==> config.mk <==
export PLATFORM = sky130hd
export DESIGN_NAME = alu_step_sequencer
export DESIGN_NICKNAME = d
export VERILOG_FILES = /design/src/rtl/alu_step_sequencer.sv
export SDC_FILE = /design/constraint.sdc
export NUM_CORES = 1
export LEC_CHECK = 0
export CORE_ASPECT_RATIO = 1.1
export CORE_MARGIN = 2
export CORE_UTILIZATION = 40
export CTS_BUF_LIST = sky130_fd_sc_hd__clkbuf_16
export CTS_CLUSTER_DIAMETER = 120
export CTS_CLUSTER_SIZE = 12
export DETAILED_ROUTE_END_ITERATION = 16
export GPL_ROUTABILITY_DRIVEN = 0
export PLACE_DENSITY = 0.72
export SETUP_SLACK_MARGIN = 0.02
export SKIP_CTS_REPAIR_TIMING = 1
export SLEW_MARGIN = 10
export SYNTH_ARGS = -nofsm -noshare
export SYNTH_HDL_FRONTEND = slang
export SYNTH_SLANG_ARGS = --single-unit
export TNS_END_PERCENT = 20
==> constraint.sdc <==
create_clock -name Clock -period 3.4 [get_ports Clock]
set_input_delay 0.51 -clock Clock [delete_from_list [all_inputs] [get_ports Clock]]
set_output_delay 0.51 -clock Clock [all_outputs]
set_load 0.005 [all_outputs]
==> src/rtl/alu_step_sequencer.sv <==
`default_nettype none
// ============================================================================
//  Module      : alu_step_sequencer
//  Description : Control-step sequencer for a single-bus datapath. It walks
//                fetch (T0..T2, with T1W memory wait), decodes the latched
//                opcode, then runs the register-to-register ALU steps
//                (T3..T5, and T6 for wide MUL/DIV results). All control
//                outputs are registered and decoded from the next state, so
//                each output is high for exactly the cycle of its state.
//  Revision    : 1.0 - initial release
// ----------------------------------------------------------------------------
//  Ports
//    Clock        in   system clock
//    Clear_n      in   asynchronous active-low reset
//    Run          in   start request, only looked at in IDLE
//    Mem_ready    in   memory read data valid (sampled in T1/T1W)
//    IR           in   instruction register contents [DATA_W]
//    PCout..HIin  out  one-bit datapath control strobes
//    Busy         out  high in every state except IDLE
//    Done         out  one-cycle pulse in the IDLE cycle after completion
//    Illegal      out  one-cycle pulse for an undefined opcode
//    Rout, Rin    out  one-hot register drive / load selects [REG_N]
//    alu_op       out  opcode presented to the ALU (T4 only, else 0)
//  Configuration
//    ALU_STEP_MULDIV_EN  when defined, MUL (0x0F) and DIV (0x10) are legal
//                        and use T5 (LO load) plus T6 (HI load).
// ============================================================================
module alu_step_sequencer #(
   parameter int DATA_W = 32,
   parameter int OPC_W  = 5,
   parameter int REG_N  = 16
) (
   input  logic              Clock,
   input  logic              Clear_n,
   input  logic              Run,
   input  logic              Mem_ready,
   input  logic [DATA_W-1:0] IR,
   output logic              PCout,
   output logic              MARin,
   output logic              IncPC,
   output logic              Zin,
   output logic              Zlowout,
   output logic              Zhighout,
   output logic              PCin,
   output logic              Read,
   output logic              MDRin,
   output logic              MDRout,
   output logic              IRin,
   output logic              Yin,
   output logic              LOin,
   output logic              HIin,
   output logic              Busy,
   output logic              Done,
   output logic              Illegal,
   output logic [REG_N-1:0]  Rout,
   output logic [REG_N-1:0]  Rin,
   output logic [OPC_W-1:0]  alu_op
);

   localparam int RSEL_W = (REG_N > 1) ? $clog2(REG_N) : 1;
   localparam int RA_MSB = DATA_W - 1 - OPC_W;
   localparam int RB_MSB = RA_MSB - RSEL_W;
   localparam int RC_MSB = RB_MSB - RSEL_W;

   localparam logic [OPC_W-1:0] OP_ADD = OPC_W'(8'h03);
   localparam logic [OPC_W-1:0] OP_SUB = OPC_W'(8'h04);
   localparam logic [OPC_W-1:0] OP_AND = OPC_W'(8'h05);
   localparam logic [OPC_W-1:0] OP_OR  = OPC_W'(8'h06);
   localparam logic [OPC_W-1:0] OP_SHR = OPC_W'(8'h07);
   localparam logic [OPC_W-1:0] OP_SHL = OPC_W'(8'h08);
   localparam logic [OPC_W-1:0] OP_ROR = OPC_W'(8'h09);
   localparam logic [OPC_W-1:0] OP_ROL = OPC_W'(8'h0A);
`ifdef ALU_STEP_MULDIV_EN
   localparam logic [OPC_W-1:0] OP_MUL = OPC_W'(8'h0F);
   localparam logic [OPC_W-1:0] OP_DIV = OPC_W'(8'h10);
`endif

   typedef enum logic [3:0] {
      IDLE = 4'd0,
      T0   = 4'd1,
      T1   = 4'd2,
      T1W  = 4'd3,
      T2   = 4'd4,
      T3   = 4'd5,
      T4   = 4'd6,
      T5   = 4'd7,
      T6   = 4'd8,
      ILL  = 4'd9
   } state_t;

   typedef struct packed {
      logic pc_out;
      logic mar_in;
      logic inc_pc;
      logic z_in;
      logic z_lowout;
`ifdef ALU_STEP_MULDIV_EN
      logic z_highout;
      logic lo_in;
      logic hi_in;
`endif
      logic pc_in;
      logic read;
      logic mdr_in;
      logic mdr_out;
      logic ir_in;
      logic y_in;
      logic busy;
      logic done;
      logic illegal;
   } ctl_t;

   // Instruction fields taken straight from IR; only consumed while in T2.
   logic [OPC_W-1:0]  w_ir_opc;
   logic [RSEL_W-1:0] w_ir_ra;
   logic [RSEL_W-1:0] w_ir_rb;
   logic [RSEL_W-1:0] w_ir_rc;
   logic              unused_ir;

   assign w_ir_opc  = IR[DATA_W-1 -: OPC_W];
   assign w_ir_ra   = IR[RA_MSB -: RSEL_W];
   assign w_ir_rb   = IR[RB_MSB -: RSEL_W];
   assign w_ir_rc   = IR[RC_MSB -: RSEL_W];
   assign unused_ir = ^IR;

   state_t            state_q, state_d;
   logic              armed_q;
   logic [OPC_W-1:0]  opc_q, opc_d;
   logic [RSEL_W-1:0] ra_q, ra_d;
   logic [RSEL_W-1:0] rb_q, rb_d;
   logic [RSEL_W-1:0] rc_q, rc_d;
`ifdef ALU_STEP_MULDIV_EN
   logic              muldiv_q, muldiv_d;
`endif
   ctl_t              ctl_q, ctl_d;
   logic [REG_N-1:0]  rout_q, rout_d;
   logic [REG_N-1:0]  rin_q, rin_d;
   logic [OPC_W-1:0]  alu_op_q, alu_op_d;

   function automatic logic [REG_N-1:0] dec_onehot(input logic [RSEL_W-1:0] sel);
      logic [REG_N-1:0] v;
      v = '0;
      for (int i = 0; i < REG_N; i++) begin
         if (sel == RSEL_W'(i)) v[i] = 1'b1;
      end
      return v;
   endfunction

   function automatic logic opc_legal(input logic [OPC_W-1:0] op);
      logic ok;
      case (op)
         OP_ADD, OP_SUB, OP_AND, OP_OR,
         OP_SHR, OP_SHL, OP_ROR, OP_ROL: ok = 1'b1;
`ifdef ALU_STEP_MULDIV_EN
         OP_MUL, OP_DIV:                 ok = 1'b1;
`endif
         default:                        ok = 1'b0;
      endcase
      return ok;
   endfunction

   // armed_q holds IDLE for one edge after reset release so the first edge
   // following an asynchronous deassertion never launches an instruction.
   always_ff @(posedge Clock or negedge Clear_n) begin
      if (!Clear_n) begin
         state_q  <= IDLE;
         armed_q  <= 1'b0;
         opc_q    <= '0;
         ra_q     <= '0;
         rb_q     <= '0;
         rc_q     <= '0;
`ifdef ALU_STEP_MULDIV_EN
         muldiv_q <= 1'b0;
`endif
         ctl_q    <= '0;
         rout_q   <= '0;
         rin_q    <= '0;
         alu_op_q <= '0;
      end else begin
         state_q  <= state_d;
         armed_q  <= 1'b1;
         opc_q    <= opc_d;
         ra_q     <= ra_d;
         rb_q     <= rb_d;
         rc_q     <= rc_d;
`ifdef ALU_STEP_MULDIV_EN
         muldiv_q <= muldiv_d;
`endif
         ctl_q    <= ctl_d;
         rout_q   <= rout_d;
         rin_q    <= rin_d;
         alu_op_q <= alu_op_d;
      end
   end

   always_comb begin
      state_d  = state_q;
      opc_d    = opc_q;
      ra_d     = ra_q;
      rb_d     = rb_q;
      rc_d     = rc_q;
`ifdef ALU_STEP_MULDIV_EN
      muldiv_d = muldiv_q;
`endif
      ctl_d    = '0;
      rout_d   = '0;
      rin_d    = '0;
      alu_op_d = '0;

      // ---------------- next state ----------------
      case (state_q)
         IDLE: if (Run && armed_q) state_d = T0;
         T0:   state_d = T1;
         T1:   state_d = Mem_ready ? T2 : T1W;
         T1W:  if (Mem_ready) state_d = T2;
         T2: begin
            // Fields are captured here so later steps ignore IR changes.
            opc_d    = w_ir_opc;
            ra_d     = w_ir_ra;
            rb_d     = w_ir_rb;
            rc_d     = w_ir_rc;
`ifdef ALU_STEP_MULDIV_EN
            muldiv_d = (w_ir_opc == OP_MUL) || (w_ir_opc == OP_DIV);
`endif
            state_d  = opc_legal(w_ir_opc) ? T3 : ILL;
         end
         T3:   state_d = T4;
         T4:   state_d = T5;
`ifdef ALU_STEP_MULDIV_EN
         T5:   state_d = muldiv_q ? T6 : IDLE;
`else
         T5:   state_d = IDLE;
`endif
         T6:   state_d = IDLE;
         ILL:  state_d = IDLE;
         default: state_d = IDLE;
      endcase

      // ---------------- outputs of the state being entered ----------------
      ctl_d.busy = (state_d != IDLE);
      case (state_d)
         T0: begin
            ctl_d.pc_out = 1'b1;
            ctl_d.mar_in = 1'b1;
            ctl_d.inc_pc = 1'b1;
            ctl_d.z_in   = 1'b1;
         end
         T1: begin
            ctl_d.z_lowout = 1'b1;
            ctl_d.pc_in    = 1'b1;
            ctl_d.read     = 1'b1;
            ctl_d.mdr_in   = 1'b1;
         end
         T1W: begin
            // PC was already loaded in T1; only the memory read is held.
            ctl_d.read   = 1'b1;
            ctl_d.mdr_in = 1'b1;
         end
         T2: begin
            ctl_d.mdr_out = 1'b1;
            ctl_d.ir_in   = 1'b1;
         end
         T3: begin
            rout_d     = dec_onehot(rb_d);
            ctl_d.y_in = 1'b1;
         end
         T4: begin
            rout_d     = dec_onehot(rc_d);
            ctl_d.z_in = 1'b1;
            alu_op_d   = opc_d;
         end
         T5: begin
            ctl_d.z_lowout = 1'b1;
`ifdef ALU_STEP_MULDIV_EN
            if (muldiv_d) ctl_d.lo_in = 1'b1;
            else          rin_d       = dec_onehot(ra_d);
`else
            rin_d = dec_onehot(ra_d);
`endif
         end
         T6: begin
`ifdef ALU_STEP_MULDIV_EN
            ctl_d.z_highout = 1'b1;
            ctl_d.hi_in     = 1'b1;
`endif
         end
         ILL: ctl_d.illegal = 1'b1;
         default: ;
      endcase

      // Done marks the IDLE cycle reached from a completed instruction only;
      // the ILL path returns to IDLE without it.
      ctl_d.done = (state_d == IDLE) && ((state_q == T5) || (state_q == T6));
   end

   assign PCout    = ctl_q.pc_out;
   assign MARin    = ctl_q.mar_in;
   assign IncPC    = ctl_q.inc_pc;
   assign Zin      = ctl_q.z_in;
   assign Zlowout  = ctl_q.z_lowout;
   assign PCin     = ctl_q.pc_in;
   assign Read     = ctl_q.read;
   assign MDRin    = ctl_q.mdr_in;
   assign MDRout   = ctl_q.mdr_out;
   assign IRin     = ctl_q.ir_in;
   assign Yin      = ctl_q.y_in;
   assign Busy     = ctl_q.busy;
   assign Done     = ctl_q.done;
   assign Illegal  = ctl_q.illegal;
`ifdef ALU_STEP_MULDIV_EN
   assign Zhighout = ctl_q.z_highout;
   assign LOin     = ctl_q.lo_in;
   assign HIin     = ctl_q.hi_in;
`else
   assign Zhighout = 1'b0;
   assign LOin     = 1'b0;
   assign HIin     = 1'b0;
`endif
   assign Rout     = rout_q;
   assign Rin      = rin_q;
   assign alu_op   = alu_op_q;

endmodule
`default_nettype wire
* Word-level counts from Yosys, hierarchy flattened
Memories as Yosys holds them, arrays and structs flattened. Cells that the tools add are included.
Storage, ports and cells: logic and storage cells 167, memories 1, bits in read-only memories 16, output and inout bits 54, flip-flop bits (word level) 73, bits of input ports 36
Memories:
- (name not given) | words 16, bits a word 1, rd ports 1, clocked after Yosys merged registers in 0, wr ports 0, RTL line 151 | case (op)
Cells by class: muxes and demuxes 70, eq/ne operators 61, reductions and logical operators 12
Operator list (count):
- $eq 4x4->1 const B | 26
- $eq 4x3->1 const B | 20
- $mux 1 | 55
- $eq 4x2->1 const B | 10
- $pmux 16 s2 | 1
- $pmux 4 s7 | 1
- $mux 4 | 6
- $eq 4x1->1 const B | 5
- $logic_not 4->1 | 5
- $mux 16 | 1
- $mux 5 | 2
- $mux 3 | 2
- $reduce_or 2->1 | 3
- $mux 2 | 2
- $reduce_bool 4->1 | 1
- $logic_and 1x1->1 | 2
- $logic_or 1x1->1 | 1

* Longest topological paths before layout
Gate-level depths: netlist of run 1. An unclocked memory read counts as a cell.
depth after elaboration 8, depth in mapped cells 6, mapped depth without buffers 5

* Worst setup path before layout of run 1
Ideal clock, no wire load.
path type register to register, start point register state_q[1], end point register rout_q[10] (netlist: Rout[10]), path buffers 1, arrival time 1720 ps, cell stages (with the launch flop) 6, data required time 3305 ps, period minus slack after synthesis 1815 ps, slack 1585 ps, library setup time 95 ps, path through dfrtp_1 nor4b_4 buf_6 mux2i_1 nand3_1 a211oi_1
Between the ends: longest elaborated chain between the ends 5, elaborated cells on any way between the ends 19, classes of those cells eq/ne: 10; mux: 8; reduce/logical: 1
RTL lines:
- start: declaration | RTL line 126 | state_t state_q, state_d;
- start signal: assignment | RTL line 180 | state_q <= state_d;
- $eq 4x3->1 | RTL line 211 | case (state_q)
- $mux 4 | RTL line 211
- $eq 4x4->1 | RTL line 144 | if (sel == RSEL_W'(i)) v[i] = 1'b1;
- $mux 1 | RTL line 144
- $pmux 16 s2 * | RTL line 241 | case (state_d)
- via rout_d[10] | RTL line 136 | logic [REG_N-1:0] rout_q, rout_d;
- end signal: assignment | RTL line 190 | rout_q <= rout_d;
- end: declaration | RTL line 136
Mark *: on every way through the listed nets, which the timed path passes. The rest lies on a longest branch.

* Final worst setup path of run 1
start point register state_q[1], end point register rout_q[6] (netlist: Rout[6])
Between the ends: longest elaborated chain between the ends 5, elaborated cells on any way between the ends 19, classes of those cells eq/ne: 10; mux: 8; reduce/logical: 1
RTL lines (RTL line):
- $eq 4x3->1 | 211
- $mux 4 | 211
- $eq 4x3->1 | 144
- $mux 1 | 144
- $pmux 16 s2 * | 241
- via rout_d[6] | 136
Marked as above.

==> impl_metrics.env, run 1 <==
export IMPL_status="completed"
export IMPL_ys_ff_latch=69
export IMPL_post_drt_wl_per_cell_um=14.3
export IMPL_synth_area_mm2=0.00274
export IMPL_gr_total_overflow=0
export IMPL_hp_class="in -> async"
export IMPL_yosys_area_top_type_share_pct=63.1
export IMPL_slew_viol_final=0
export IMPL_drc=0
export IMPL_synth_common_cells="69 x dfrtp_1, 36 x nand2_1, 29 x nor2_1"
export IMPL_synth_area_per_cell_um2=11.2
export IMPL_worstPathArrival_ns=2.67
export IMPL_clk_pin_slew_ns=0.05
export IMPL_synthArstFlopShare_pct=100
export IMPL_num_rows=31
export IMPL_power_frac_comb_pct=27.0
export IMPL_sw_frac_of_total_pct=32.1
export IMPL_rsz0062_at_grt="no"
export IMPL_n_antenna_cell=0
export IMPL_clock_sinks=69
export IMPL_cp_end_kind="flip-flop"
export IMPL_power_frac_clock_pct=32.0
export IMPL_synthSimpleGateAreaFrac_pct=18.1
export IMPL_synth_ff_type="dfrtp_1"
export IMPL_core_mm2=0.00659
export IMPL_yosysMostFrequentCell="dfrtp_1"
export IMPL_internal_power_mw=1.90
export IMPL_muxShareOfSynthArea_pct=5.35
export IMPL_cp_start_kind="flip-flop"
export IMPL_skew_ns=0.00353
export IMPL_fmax_ghz=0.408
export IMPL_fin_nets=350
export IMPL_cts_tree="yes"
export IMPL_drt_wl_total_um=5720
export IMPL_via_per_inst=5.03
export IMPL_setup_violations=0
export IMPL_antenna_left=0
export IMPL_synth_xor_xnor_area_share_pct=0
export IMPL_antenna_found_initial=0
export IMPL_design_area_mm2=0.00376
export IMPL_p_leak_nw=1.69
export IMPL_min_period_over_period_pct=72.1
export IMPL_dpl_instance_area_mm2=0.00347
export IMPL_slew_headroom_pct=48.2
export IMPL_hold_viol_final=0
export IMPL_grt_max_degree=57
export IMPL_clock_latency_ns=0.33
export IMPL_dr_pass1_iters=4
export IMPL_yosysUniqueCellTypes=43
export IMPL_dp_cells=385
export IMPL_io_pins=90
export IMPL_dp_hpwl_um=4050
export IMPL_synth_fa_ha_area_share_pct=0
export IMPL_final_cells=401
export IMPL_fp_dieW_um=82.8
export IMPL_synth_edf_count=0
export IMPL_fin_util_pct=57.1
export IMPL_holdWs_ns=0.0682
export IMPL_synth_compound_area_share_pct=8.87
export IMPL_num_vias=2018
export IMPL_synth_top_family_by_area="simple AND/OR/NAND/NOR gates"
export IMPL_worst_slack_ns=0.947
export IMPL_worstMarginPinSlew_ns=0.776
export IMPL_port_buffers=71
export IMPL_finalPower_mw=2.80
export IMPL_seqPwrFrac_pct=41.0
export IMPL_syn_to_final_growth_pct=37.6
export IMPL_layout_drive_gt1_share_pct=8.15
export IMPL_required_ns=3.62
export IMPL_yosysWarnings=0
export IMPL_die_h_um=90.7
export IMPL_maxCapViolCount=0
export IMPL_clockBufferDepth=2
export IMPL_postSynthCellCount=244
export IMPL_root_buffer="clkbuf_16"
export IMPL_die_area_mm2=0.00752
export IMPL_ir_drop_uv=357
export IMPL_num_fill_cells=549
export IMPL_cp_max_fo=16
export IMPL_powerDensity_mw_per_mm2=743
export IMPL_crit_type="reg -> reg"
export IMPL_tns_ns=0
export IMPL_seq_area_frac_synth_pct=63.1
export IMPL_grt_pass1_wl_um=9450
export IMPL_htreeDepth=3
export IMPL_initial_core_util_pct=41.5
export IMPL_drt_iter0_drc=75
export IMPL_switchingPower_mw=0.899
export IMPL_ys_top_cells_by_area="dfrtp_1 63%, nand2_1 4.9%, nor2_1 4.0%, mux2i_1 3.3%, a211oi_1 3.3%"
export IMPL_pre_cts_slack_ns=0.877
export IMPL_grt_pass1_vias=1979
export IMPL_grtUsageTotal_pct=16.2
export IMPL_cts_buffers=9
export IMPL_timing_final_crit_period_ns=2.45
export IMPL_yosys_area_top_type="dfrtp_1"
## sequential cells by signal, indices dropped and copies added (netlist names), 4 cells and up
register,count
Rin,16
Rout,16
alu_op,5
opc_q,5
ra_q,4
rb_q,4
rc_q,4
state_q,4
## cells by family after synthesis
group | after synthesis
other | 2
AO/OA/AOI/OAI | 35
multiplexers | 14
AND/OR/NAND/NOR | 102
flip-flops | 69
buffers and inverters | 22
## layer usage
layer	track usage, %	share of wire, %
met1	20.3	43
met2	25.6	50
met3	4.11	4.6
met4	8.74	2.2
met5	0	0
## worst max-delay path: stages, from the launching register on
cell and delay [ns]:
dfrtp_1 0.55, nor4b_4 0.60, buf_4 0.32, mux2i_1 0.35, nand3_1 0.20, a211oi_1 0.32
## final timing paths
kind / start / endpoint / slack (ns) / cells after the start
worst min-delay path: Clear_n / Rin[12]$_DFF_PN0_ / 0.07 / 1
min in group Clock: opc_q[4]$_DFF_PN0_ / opc_q[4]$_DFF_PN0_ / 0.47 / 2
worst max register to register: state_q[1]$_DFF_PN0_ / Rout[6]$_DFF_PN0_ / 0.95 / 5
max in group asynchronous: Clear_n / rb_q[1]$_DFF_PN0_ / 2.36 / 2
worst max-delay path: state_q[1]$_DFF_PN0_ / Rout[6]$_DFF_PN0_ / 0.95 / 5
worst min register to register: opc_q[4]$_DFF_PN0_ / opc_q[4]$_DFF_PN0_ / 0.47 / 2
## final cells by class
type                       instances  area, um2  area share (%)
clock buffer                       9        225            5.98
clock inverter                     7       67.6            1.80
inverter                           6       22.5           0.598
multi-input combinational        155        898            23.9
sequential                        69       1730            45.9
tap                               82        103            2.73
timing repair buffer              73        721            19.1
## power by group through the flow
stage	Clock, mW	Sequential [mW]	Combinational (mW)
4_1_cts	0.906	1.15	0.765
2_1_floorplan	0	1.10	0.536
6_report	0.896	1.15	0.755
3_3_place_gp	0	1.15	0.740
3_5_place_dp	0	1.16	0.759
5_1_grt	0.942	1.18	0.843
## placed cells by master, fill, tap and decap left out, types with 2 or more instances in the layout
cell,Yosys,layout
clkdlybuf4s50_1,0,70
dfrtp_1,69,69
nand2_1,36,36
nor2_1,29,29
a211oi_1,12,12
nor3_1,10,10
mux2i_1,9,9
clkbuf_16,0,9
a21oi_1,8,8
nand3_1,7,7
mux2_2,4,4
inv_1,3,4
a31oi_1,4,4
nand3b_1,4,4
conb_1,2,4
nand2b_1,3,3
inv_2,3,3
o21ai_1,2,2
nor3b_1,2,2
clkinvlp_4,0,2
clkinv_2,0,2
buf_4,7,2
Note: power is estimated with default switching activity, not from simulation.
==> run 2: changes to the inputs <==
- PLACE_DENSITY: 0.72 -> 0.75
- clock period: 3.4 -> 2.06 ns (I/O delays scaled with it)
==> run 2 against run 1 <==
- sequential power increased by 59%
- wire length grew 6.6%
- fmax rose by 26%
- largest cell class unchanged
- first-iteration DRC count is 27% lower
- final area is 2.5% higher
==> impl_metrics.env, run 2 (synthesized netlist as in run 1, its figures left out) <==
export IMPL_status="completed"
export IMPL_setup_violations=0
export IMPL_core_mm2=0.00659
export IMPL_port_buffers=71
export IMPL_clockBufferDepth=2
export IMPL_via_per_inst=5.12
export IMPL_dp_hpwl_um=4300
export IMPL_hold_viol_final=0
export IMPL_whs_endpoint="opc_q[4]$_DFF_PN0_"
export IMPL_reg2reg_slack_ns=0.11
export IMPL_min_period_over_period_pct=94.7
export IMPL_holdWs_ns=0.469
export IMPL_p_leak_nw=1.74
export IMPL_num_rows=31
export IMPL_root_buffer="clkbuf_16"
export IMPL_rr_worst_depth=5
export IMPL_min_from="opc_q[4]$_DFF_PN0_"
export IMPL_io_pins=90
export IMPL_final_cells=412
export IMPL_fp_dieW_um=82.8
export IMPL_ir_drop_uv=507
export IMPL_pre_cts_slack_ns=0.0235
export IMPL_hp_class="reg -> reg"
export IMPL_worst_slack_ns=0.108
export IMPL_cts_tree="yes"
export IMPL_finalPower_mw=4.63
export IMPL_fin_util_pct=58.5
export IMPL_num_fill_cells=534
export IMPL_drc=0
export IMPL_drt_wl_total_um=6100
export IMPL_drt_iter0_drc=55
export IMPL_seqCellArea_mm2=0.00173
export IMPL_die_h_um=90.7
export IMPL_antenna_left=0
export IMPL_cp_max_fo=12
export IMPL_dp_cells=396
export IMPL_grt_pass1_wl_um=10000
export IMPL_mostFrequentLayoutCell="clkdlybuf4s50_1"
export IMPL_maxCapViolCount=0
export IMPL_initial_core_util_pct=41.5
export IMPL_r2r_end="Rout[8]$_DFF_PN0_"
export IMPL_clk_pin_slew_ns=0.05
export IMPL_fin_nets=362
export IMPL_die_area_mm2=0.00752
export IMPL_r2r_start="state_q[0]$_DFF_PN0_"
export IMPL_cp_end_kind="flip-flop"
export IMPL_skew_ns=0.00299
export IMPL_gr_total_overflow=0
export IMPL_critPathLaunch="state_q[0]$_DFF_PN0_"
export IMPL_rsz0062_at_grt="yes"
export IMPL_worstPathArrival_ns=2.17
export IMPL_clock_latency_ns=0.32
export IMPL_dr_pass1_iters=4
export IMPL_final_cell_mix="70 x clkdlybuf4s50_1, 69 x dfrtp_1, 36 x nand2_1"
export IMPL_syn_to_final_growth_pct=41.0
export IMPL_grt_pass1_vias=2103
export IMPL_timing_final_crit_period_ns=1.95
export IMPL_slew_viol_final=0
export IMPL_layout_drive_gt1_share_pct=11.5
export IMPL_grt_max_degree=50
export IMPL_clock_sinks=69
export IMPL_cp_start_kind="flip-flop"
export IMPL_crit_type="reg -> reg"
export IMPL_post_drt_wl_per_cell_um=14.8
export IMPL_htreeDepth=3
export IMPL_fmax_ghz=0.512
export IMPL_cts_buffers=9
export IMPL_antenna_found_initial=0
export IMPL_grtUsageTotal_pct=17.1
export IMPL_n_antenna_cell=0
export IMPL_powerDensity_mw_per_mm2=1200
export IMPL_num_vias=2110
export IMPL_multiInputGateArea_um2=910
export IMPL_required_ns=2.28
export IMPL_hold_depth=2
run 2: how the worst max path moves through the flow:
| stage | slack (ns) | endpoint | cells past startpoint |
|---|---|---|---|
| final | 0.11 | Rout[8]$_DFF_PN0_ | 5 |
| after global routing | -0.005 | Rout[11]$_DFF_PN0_ | 5 |
| after CTS | 0.04 | Rout[9]$_DFF_PN0_ | 5 |
| after detailed placement | 0.02 | Rout[9]$_DFF_PN0_ | 6 |
| after global placement | 0.06 | Rout[4]$_DFF_PN0_ | 6 |
| after floorplan | 0.24 | Rout[10]$_DFF_PN0_ | 5 |
run 2: report_power, final:
part / total, mW / internal, mW / switching (mW)
Clock: 1.32 / 0.792 / 0.529
Combinational: 1.48 / 0.675 / 0.807
Sequential: 1.83 / 1.64 / 0.186
run 2: layout make-up:
cell class	instances	share of cell area (%)
clock buffers	9	5.84
clock inverters	6	0.843
inverters	6	0.584
multi-input cells	155	23.6
flip-flops and latches	69	44.8
well taps	82	2.66
repair buffers	85	21.7
run 2: per-layer routing:
layer | wire [um] | global-route usage, % | up-vias
met5 | 0 | 0 | -
met4 | 94 | 9.15 | 0
met3 | 307 | 5.03 | 9
met2 | 3050 | 27.1 | 67
met1 | 2640 | 21.0 | 1031
li1 | - | - | 1003
run 2: stage by stage:
step           instance area [um2]  setup TNS (ns)
6_report                      3860               0
5_1_grt                       3860         -0.0124
4_1_cts                       3840               0
3_5_place_dp                  3580               0
3_3_place_gp                  3580               0
2_1_floorplan                 2740               0
run 2: worst max-delay path: stages (launching register included):
cell and delay [ns]:
dfrtp_1 0.43, nor4b_4 0.37, buf_12 0.19, mux2i_2 0.34, nand3_1 0.22, a211oi_1 0.29
